===== src/rtl/wja_bus_lite_n_if.sv =====
// AXI4-Lite channel bundle shared by the wja_bus_lite_n register bank and its bus master.
interface wja_bus_lite_n_if #(
  parameter int ADDR_W = 8,
  parameter int DATA_W = 32
) ();
  logic [ADDR_W-1:0]   awaddr;
  logic [2:0]          awprot;
  logic                awvalid;
  logic                awready;
  logic [DATA_W-1:0]   wdata;
  logic [DATA_W/8-1:0] wstrb;
  logic                wvalid;
  logic                wready;
  logic [1:0]          bresp;
  logic                bvalid;
  logic                bready;
  logic [ADDR_W-1:0]   araddr;
  logic [2:0]          arprot;
  logic                arvalid;
  logic                arready;
  logic [DATA_W-1:0]   rdata;
  logic [1:0]          rresp;
  logic                rvalid;
  logic                rready;

  modport slave (
    input  awaddr, awprot, awvalid, wdata, wstrb, wvalid, bready,
    input  araddr, arprot, arvalid, rready,
    output awready, wready, bresp, bvalid, arready, rdata, rresp, rvalid
  );

  modport master (
    output awaddr, awprot, awvalid, wdata, wstrb, wvalid, bready,
    output araddr, arprot, arvalid, rready,
    input  awready, wready, bresp, bvalid, arready, rdata, rresp, rvalid
  );
endinterface


===== src/rtl/wja_bus_lite_n.sv =====
// AXI4-Lite slave register bank: N_OREG read/write control registers, N_IREG read-only
// status registers, byte-strobe writes, SLVERR on illegal access, per-register access strobes.
module wja_bus_lite_n #(
  parameter int              DATA_W    = 32,
  parameter int              ADDR_W    = 8,
  parameter int              N_OREG    = 4,
  parameter int              N_IREG    = 4,
  parameter logic [DATA_W-1:0] OREG_INIT = {DATA_W{1'b0}}
) (
  input  logic                                      s00_axi_aclk,
  input  logic                                      s00_axi_areset,
  wja_bus_lite_n_if.slave                           s00_axi,
  output logic [N_OREG*DATA_W-1:0]                  oreg,
  input  logic [((N_IREG > 0) ? N_IREG : 1)*DATA_W-1:0] ireg,
  output logic [N_OREG-1:0]                         owr_pulse,
  output logic [((N_IREG > 0) ? N_IREG : 1)-1:0]    ird_pulse
);

  localparam int STRB_W   = DATA_W / 8;
  localparam int ADDR_LSB = $clog2(STRB_W);
  localparam int IDX_W    = ADDR_W - ADDR_LSB;
  localparam int N_IRP    = (N_IREG > 0) ? N_IREG : 1;

  logic                rdy_en_r;
  logic                aw_held_r;
  logic                w_held_r;
  logic [IDX_W-1:0]    aw_idx_r;
  logic [DATA_W-1:0]   wdata_r;
  logic [STRB_W-1:0]   wstrb_r;
  logic                bvalid_r;
  logic [1:0]          bresp_r;
  logic                rvalid_r;
  logic [DATA_W-1:0]   rdata_r;
  logic [1:0]          rresp_r;
  logic [DATA_W-1:0]   oreg_r [N_OREG];
  logic [N_OREG-1:0]   owr_pulse_r;
  logic [N_IRP-1:0]    ird_pulse_r;

  logic                awready_s;
  logic                wready_s;
  logic                arready_s;
  logic                aw_hs_s;
  logic                w_hs_s;
  logic                ar_hs_s;
  logic                commit_s;
  logic [IDX_W-1:0]    wr_idx_s;
  logic [DATA_W-1:0]   wr_data_s;
  logic [STRB_W-1:0]   wr_strb_s;
  logic [N_OREG-1:0]   wr_osel_s;
  logic                wr_ok_s;
  logic [IDX_W-1:0]    rd_idx_s;
  logic [N_OREG-1:0]   rd_osel_s;
  logic [N_IRP-1:0]    rd_isel_s;
  logic [DATA_W-1:0]   rd_data_s;
  logic                rd_err_s;
  logic                unused_s;

  // rdy_en_r keeps every ready low until the first edge after reset release.
  assign awready_s = rdy_en_r & ~aw_held_r & ~bvalid_r;
  assign wready_s  = rdy_en_r & ~w_held_r & ~bvalid_r;
  assign arready_s = rdy_en_r & ~rvalid_r;
  assign aw_hs_s   = s00_axi.awvalid & awready_s;
  assign w_hs_s    = s00_axi.wvalid & wready_s;
  assign ar_hs_s   = s00_axi.arvalid & arready_s;
  assign commit_s  = (aw_held_r | aw_hs_s) & (w_held_r | w_hs_s);

  assign wr_idx_s  = aw_held_r ? aw_idx_r : s00_axi.awaddr[ADDR_W-1:ADDR_LSB];
  assign wr_data_s = w_held_r ? wdata_r : s00_axi.wdata;
  assign wr_strb_s = w_held_r ? wstrb_r : s00_axi.wstrb;
  assign rd_idx_s  = s00_axi.araddr[ADDR_W-1:ADDR_LSB];

  assign unused_s = ^{s00_axi.awprot, s00_axi.arprot,
                      s00_axi.awaddr[ADDR_LSB-1:0], s00_axi.araddr[ADDR_LSB-1:0]};

  // Write target decode: one-hot oreg select, anything else answers SLVERR.
  always_comb begin
    wr_osel_s = {N_OREG{1'b0}};
    for (int i = 0; i < N_OREG; i++) begin
      wr_osel_s[i] = (wr_idx_s == IDX_W'(i));
    end
    wr_ok_s = |wr_osel_s;
  end

  // Read target decode and AND-OR data mux; unmapped reads yield zero data.
  always_comb begin
    rd_osel_s = {N_OREG{1'b0}};
    rd_isel_s = {N_IRP{1'b0}};
    rd_data_s = {DATA_W{1'b0}};
    for (int i = 0; i < N_OREG; i++) begin
      rd_osel_s[i] = (rd_idx_s == IDX_W'(i));
      rd_data_s    = rd_data_s | (oreg_r[i] & {DATA_W{rd_osel_s[i]}});
    end
    for (int j = 0; j < N_IREG; j++) begin
      rd_isel_s[j] = (rd_idx_s == IDX_W'(N_OREG + j));
      rd_data_s    = rd_data_s | (ireg[j*DATA_W +: DATA_W] & {DATA_W{rd_isel_s[j]}});
    end
    rd_err_s = ~((|rd_osel_s) | (|rd_isel_s));
  end

  // Write channel: hold AW/W independently until paired, then commit and respond.
  always_ff @(posedge s00_axi_aclk or posedge s00_axi_areset) begin
    if (s00_axi_areset) begin
      rdy_en_r  <= 1'b0;
      aw_held_r <= 1'b0;
      w_held_r  <= 1'b0;
      aw_idx_r  <= {IDX_W{1'b0}};
      wdata_r   <= {DATA_W{1'b0}};
      wstrb_r   <= {STRB_W{1'b0}};
      bvalid_r  <= 1'b0;
      bresp_r   <= 2'b00;
    end else begin
      rdy_en_r <= 1'b1;
      if (commit_s) begin
        aw_held_r <= 1'b0;
        w_held_r  <= 1'b0;
        bvalid_r  <= 1'b1;
        bresp_r   <= wr_ok_s ? 2'b00 : 2'b10;
      end else begin
        if (aw_hs_s) begin
          aw_held_r <= 1'b1;
          aw_idx_r  <= s00_axi.awaddr[ADDR_W-1:ADDR_LSB];
        end
        if (w_hs_s) begin
          w_held_r <= 1'b1;
          wdata_r  <= s00_axi.wdata;
          wstrb_r  <= s00_axi.wstrb;
        end
        if (bvalid_r && s00_axi.bready) begin
          bvalid_r <= 1'b0;
        end
      end
    end
  end

  // Output register file with byte-lane enables and per-register write strobe.
  always_ff @(posedge s00_axi_aclk or posedge s00_axi_areset) begin
    if (s00_axi_areset) begin
      for (int i = 0; i < N_OREG; i++) begin
        oreg_r[i] <= OREG_INIT;
      end
      owr_pulse_r <= {N_OREG{1'b0}};
    end else begin
      for (int i = 0; i < N_OREG; i++) begin
        for (int b = 0; b < STRB_W; b++) begin
          if (commit_s && wr_osel_s[i] && wr_strb_s[b]) begin
            oreg_r[i][b*8 +: 8] <= wr_data_s[b*8 +: 8];
          end
        end
      end
      owr_pulse_r <= {N_OREG{commit_s}} & wr_osel_s;
    end
  end

  // Read channel: capture data/response at AR handshake and hold until R handshake.
  always_ff @(posedge s00_axi_aclk or posedge s00_axi_areset) begin
    if (s00_axi_areset) begin
      rvalid_r    <= 1'b0;
      rdata_r     <= {DATA_W{1'b0}};
      rresp_r     <= 2'b00;
      ird_pulse_r <= {N_IRP{1'b0}};
    end else begin
      ird_pulse_r <= {N_IRP{ar_hs_s}} & rd_isel_s;
      if (ar_hs_s) begin
        rvalid_r <= 1'b1;
        rdata_r  <= rd_data_s;
        rresp_r  <= rd_err_s ? 2'b10 : 2'b00;
      end else if (rvalid_r && s00_axi.rready) begin
        rvalid_r <= 1'b0;
      end
    end
  end

  assign s00_axi.awready = awready_s;
  assign s00_axi.wready  = wready_s;
  assign s00_axi.bvalid  = bvalid_r;
  assign s00_axi.bresp   = bresp_r;
  assign s00_axi.arready = arready_s;
  assign s00_axi.rvalid  = rvalid_r;
  assign s00_axi.rdata   = rdata_r;
  assign s00_axi.rresp   = rresp_r;
  assign owr_pulse       = owr_pulse_r;
  assign ird_pulse       = ird_pulse_r;

  for (genvar g = 0; g < N_OREG; g++) begin : g_oreg
    assign oreg[g*DATA_W +: DATA_W] = oreg_r[g];
  end

endmodule

===== src/flat_wrapper.sv =====
// flat-port wrapper written by rule: the top's interface ports become plain ports
module wja_bus_lite_n_flat 
#(
  parameter int              DATA_W    = 32,
  parameter int              ADDR_W    = 8,
  parameter int              N_OREG    = 4,
  parameter int              N_IREG    = 4,
  parameter logic [DATA_W-1:0] OREG_INIT = {DATA_W{1'b0}}
)
  (s00_axi_aclk, s00_axi_areset, oreg, ireg, owr_pulse, ird_pulse, s00_axi_awaddr, s00_axi_awprot, s00_axi_awvalid, s00_axi_wdata, s00_axi_wstrb, s00_axi_wvalid, s00_axi_bready, s00_axi_araddr, s00_axi_arprot, s00_axi_arvalid, s00_axi_rready, s00_axi_awready, s00_axi_wready, s00_axi_bresp, s00_axi_bvalid, s00_axi_arready, s00_axi_rdata, s00_axi_rresp, s00_axi_rvalid);
  wja_bus_lite_n_if #(.ADDR_W(ADDR_W), .DATA_W(DATA_W)) s00_axi_i ();
  input  logic s00_axi_aclk;
  input  logic s00_axi_areset;
  output logic [N_OREG*DATA_W-1:0] oreg;
  input  logic [((N_IREG > 0) ? N_IREG : 1)*DATA_W-1:0] ireg;
  output logic [N_OREG-1:0] owr_pulse;
  output logic [((N_IREG > 0) ? N_IREG : 1)-1:0] ird_pulse;
  input wire logic [$bits(s00_axi_i.awaddr)-1:0] s00_axi_awaddr;
  input wire logic [$bits(s00_axi_i.awprot)-1:0] s00_axi_awprot;
  input wire logic [$bits(s00_axi_i.awvalid)-1:0] s00_axi_awvalid;
  input wire logic [$bits(s00_axi_i.wdata)-1:0] s00_axi_wdata;
  input wire logic [$bits(s00_axi_i.wstrb)-1:0] s00_axi_wstrb;
  input wire logic [$bits(s00_axi_i.wvalid)-1:0] s00_axi_wvalid;
  input wire logic [$bits(s00_axi_i.bready)-1:0] s00_axi_bready;
  input wire logic [$bits(s00_axi_i.araddr)-1:0] s00_axi_araddr;
  input wire logic [$bits(s00_axi_i.arprot)-1:0] s00_axi_arprot;
  input wire logic [$bits(s00_axi_i.arvalid)-1:0] s00_axi_arvalid;
  input wire logic [$bits(s00_axi_i.rready)-1:0] s00_axi_rready;
  output wire logic [$bits(s00_axi_i.awready)-1:0] s00_axi_awready;
  output wire logic [$bits(s00_axi_i.wready)-1:0] s00_axi_wready;
  output wire logic [$bits(s00_axi_i.bresp)-1:0] s00_axi_bresp;
  output wire logic [$bits(s00_axi_i.bvalid)-1:0] s00_axi_bvalid;
  output wire logic [$bits(s00_axi_i.arready)-1:0] s00_axi_arready;
  output wire logic [$bits(s00_axi_i.rdata)-1:0] s00_axi_rdata;
  output wire logic [$bits(s00_axi_i.rresp)-1:0] s00_axi_rresp;
  output wire logic [$bits(s00_axi_i.rvalid)-1:0] s00_axi_rvalid;
  assign s00_axi_i.awaddr = s00_axi_awaddr;
  assign s00_axi_i.awprot = s00_axi_awprot;
  assign s00_axi_i.awvalid = s00_axi_awvalid;
  assign s00_axi_i.wdata = s00_axi_wdata;
  assign s00_axi_i.wstrb = s00_axi_wstrb;
  assign s00_axi_i.wvalid = s00_axi_wvalid;
  assign s00_axi_i.bready = s00_axi_bready;
  assign s00_axi_i.araddr = s00_axi_araddr;
  assign s00_axi_i.arprot = s00_axi_arprot;
  assign s00_axi_i.arvalid = s00_axi_arvalid;
  assign s00_axi_i.rready = s00_axi_rready;
  assign s00_axi_awready = s00_axi_i.awready;
  assign s00_axi_wready = s00_axi_i.wready;
  assign s00_axi_bresp = s00_axi_i.bresp;
  assign s00_axi_bvalid = s00_axi_i.bvalid;
  assign s00_axi_arready = s00_axi_i.arready;
  assign s00_axi_rdata = s00_axi_i.rdata;
  assign s00_axi_rresp = s00_axi_i.rresp;
  assign s00_axi_rvalid = s00_axi_i.rvalid;
  wja_bus_lite_n #(.DATA_W(DATA_W), .ADDR_W(ADDR_W), .N_OREG(N_OREG), .N_IREG(N_IREG), .OREG_INIT(OREG_INIT)) u_core (.s00_axi_aclk(s00_axi_aclk), .s00_axi_areset(s00_axi_areset), .s00_axi(s00_axi_i), .oreg(oreg), .ireg(ireg), .owr_pulse(owr_pulse), .ird_pulse(ird_pulse));
endmodule

===== config.mk =====
export PLATFORM = sky130hd
export DESIGN_NAME = wja_bus_lite_n_flat
export DESIGN_NICKNAME = d
export VERILOG_FILES = /design/src/rtl/wja_bus_lite_n_if.sv /design/src/rtl/wja_bus_lite_n.sv /design/src/flat_wrapper.sv
export SDC_FILE = /design/constraint.sdc
export NUM_CORES = 1
export LEC_CHECK = 0
export CAP_MARGIN = 10
export CORE_MARGIN = 2
export CORE_UTILIZATION = 31
export DETAILED_ROUTE_END_ITERATION = 6
export PLACE_DENSITY = 0.66
export SYNTH_ARGS = -nofsm -noshare
export SYNTH_HDL_FRONTEND = slang
export SYNTH_SLANG_ARGS = --single-unit

===== constraint.sdc =====
create_clock -name s00_axi_aclk -period 14 [get_ports s00_axi_aclk]
set_input_delay 4.2 -clock s00_axi_aclk [delete_from_list [all_inputs] [get_ports s00_axi_aclk]]
set_output_delay 4.2 -clock s00_axi_aclk [all_outputs]
set_load 0.005 [all_outputs]

==> run metrics <==
status complete, no violations; top_reg_cell synth dfrtp_1; Via Count 7,994; fin crit share 0.4752; area leader, netlist dfrtp_1; largest family of logic cells by synthesized area multiplexers; internal power 1.697 mW; # setup viols final 0; Max IR drop VDD 75.37 uV; multiplexer share of the synthesized area 0.3362; setup bufs post-CTS 0; CTS tree done; pin slew with the least headroom to its limit 1049 ps; core area 33,450 um^2; Clock Power Share 0.304; wire per inst 23.10 um; Die W 188.1 um; worst setup margin 7347 ps; clock buffer depth 3; Register-to-Register Path Depth 4; unrepaired setup endpoints after global routing false; top post-synthesis cells by count dfrtp_1 (217), mux2_2 (205), nor2_1 (53); Hold Worst Slack 484.6 ps; post-synthesis sequential area ratio 0.5170; clock latency on the worst-skew pair 530 ps; Seq pwr share 0.383; simple-gate area share of the yosys netlist 0.06528; CP endpoint kind flip-flop; compound-cell area share of the yosys netlist 0.06004; H-tree depth 1; pre-CTS setup slack 6744 ps; CP required 14,410 ps; Clock Sinks 217; Syn Area/Cell 14.16 um^2; Site Rows 67; post-route minimum period 6653 ps; Final Skew 21.20 ps; Num CTS Buffers 25; post-layout util 0.4615; Static Leak 6.582 nW; initial antenna violation count 0; largest net degree at the start of global routing 81; Design Power 2.378 mW; synth top area cells dfrtp_1 (52%), mux2_2 (22%), mux4_2 (10%); post-route non-filler standard cell count 1,554; Setup Crit Path Kind in2reg; Post-Route Setup TNS 0 ps; CTS clk-pin slew, worst paths 60 ps; sw frac 0.2865; async set or reset register ratio after synthesis 1.000; Synth Area in Adders 0; dpl hpwl 24.78 mm; placed cell areas 14,520 um^2; yosys warns 0; max_slew headroom 0.2992; hold_buf cts 0; max_cap viols 0; CTS root buf clkbuf_16; Max Fanout on Critical Path 17; Max Freq 150.3 MHz; Worst Hold Depth 2; Post-synth EDFFs 0; DIE HEIGHT 188.1 um; DP Cell Count 1,509; Resize count post-CTS 0; most numerous cell in the Yosys netlist dfrtp_1; Cell Pwr Density 154.1 nW/um^2; grt ovf 0; Final Cell Area 15,430 um^2; vias in the first global route 8,630; First-pass DRT Iterations 4; Final #Nets 1,281; Starting Density 0.3140; Slew Viols, Final 0; Logic pwr share 0.312; Cell variety after synth 44; CP arrival 7060 ps; reg2reg setup slack 10,890 ps; post-synthesis xor/xnor area fraction 0; Iteration-0 DRC Markers 297; Min-Delay Path Class reg2reg; Routed WL 35.90 mm; all-layer global routing usage 0.2016; Sw Pwr 0.6812 mW; Placer Congestion 0.7953; ANT nets after route 0; Synth Register Bits 217; layout cells sized above 1 0.2914; Residual DRC 0; fillers 2,974; CP Launch Type input pin; Synth Cell Area 10,500 um^2; DIE AREA 35,370 um^2; area delta synth->final 46.94%; gate count after technology mapping 742; endpoints failing hold 0; IO Port Bufs 357; vias per cell 5.144; # IOs 370; first-pass GRT wire length 54.19 mm; Synth top area share 0.5170
==> critical path: stages <==
cell	delay, ps
clkdlybuf4s50_1	420
or4_1	570
o22ai_2	620
nand4_1	730
mux2_2	500
==> logic make-up after synthesis <==
group,Yosys count
multiplexers,267
other,2
buffers and inverters,52
AO/OA/AOI/OAI,88
AND/OR/NAND/NOR,116
flip-flops,217
==> cells in the final DEF, fill, tap and decap left out, types with 6 or more instances in the layout <==
| master | synthesis | final |
|---|---|---|
| a21oi_1 | 27 | 27 |
| a221oi_1 | 18 | 18 |
| a22oi_1 | 11 | 11 |
| and3_1 | 6 | 6 |
| buf_4 | 3 | 10 |
| bufinv_16 | 0 | 6 |
| clkbuf_16 | 0 | 25 |
| clkdlybuf4s50_1 | 0 | 355 |
| dfrtp_1 | 217 | 216 |
| mux2_2 | 205 | 205 |
| mux2i_1 | 13 | 13 |
| mux4_2 | 48 | 48 |
| nand2_1 | 7 | 6 |
| nand3b_1 | 6 | 6 |
| nand4_1 | 6 | 6 |
| nand4_2 | 6 | 6 |
| nor2_1 | 53 | 53 |
| nor3_1 | 8 | 8 |
| o21ai_0 | 6 | 6 |
| o2bb2ai_1 | 10 | 10 |
==> cell type report <==
class | instances | area, um^2 | area share
Clock buffer | 30 | 674.4 | 0.04369
Multi-Input combinational cell | 474 | 4877 | 0.3160
Timing Repair Buffer | 365 | 3628 | 0.2351
Clock inverter | 14 | 234.0 | 0.01516
Sequential cell | 217 | 5431 | 0.3519
Inverter | 5 | 26.28 | 0.001702
Antenna cell | 1 | 2.502 | 0.0001621
Tap cell | 448 | 560.5 | 0.03632
==> power groups by stage <==
stage / Clock, mW / Sequential, mW / Combinational [mW]
2_1_floorplan: 0 / 0.895 / 0.368
3_3_place_gp: 0 / 0.910 / 0.740
3_5_place_dp: 0 / 0.919 / 0.749
4_1_cts: 0.743 / 0.910 / 0.753
5_1_grt: 0.772 / 0.935 / 0.800
6_report: 0.724 / 0.912 / 0.743
==> worst paths after layout <==
kind / from / end
setup / recovery: s00_axi_awaddr[5] / u_core.oreg[109]
hold / removal: u_core.s00_axi.bresp[1] / u_core.s00_axi.bresp[1]
setup reg to reg: u_core.aw_held_r / u_core.oreg[109]
hold reg to reg: u_core.s00_axi.bresp[1] / u_core.s00_axi.bresp[1]
max in group asynchronous: s00_axi_areset / u_core.oreg[117]
min in group asynchronous: s00_axi_areset / u_core.ird_pulse[2]
==> flip-flops by register name (all words and copies together) (netlist names) <==
signal,count
u_core.s00_axi.bvalid,1
u_core.owr_pulse,4
u_core.aw_held_r,1
u_core.s00_axi.rresp,1
u_core.wdata_r,32
u_core.rdy_en_r,1
u_core.aw_idx_r,6
u_core.w_held_r,1
u_core.ird_pulse,4
u_core.s00_axi.bresp,1
u_core.wstrb_r,4
u_core.s00_axi.rdata,32
u_core.oreg,128
u_core.s00_axi.rvalid,1
==> layer usage <==
metal,routed length (um),up-vias,GRT usage
li1,-,3522,-
met3,2996,55,0.05690
met4,831,0,0.05270
met5,0,-,0
met1,14270,4097,0.2442
met2,17810,320,0.3518
Power figures use the tool's default switching activity.
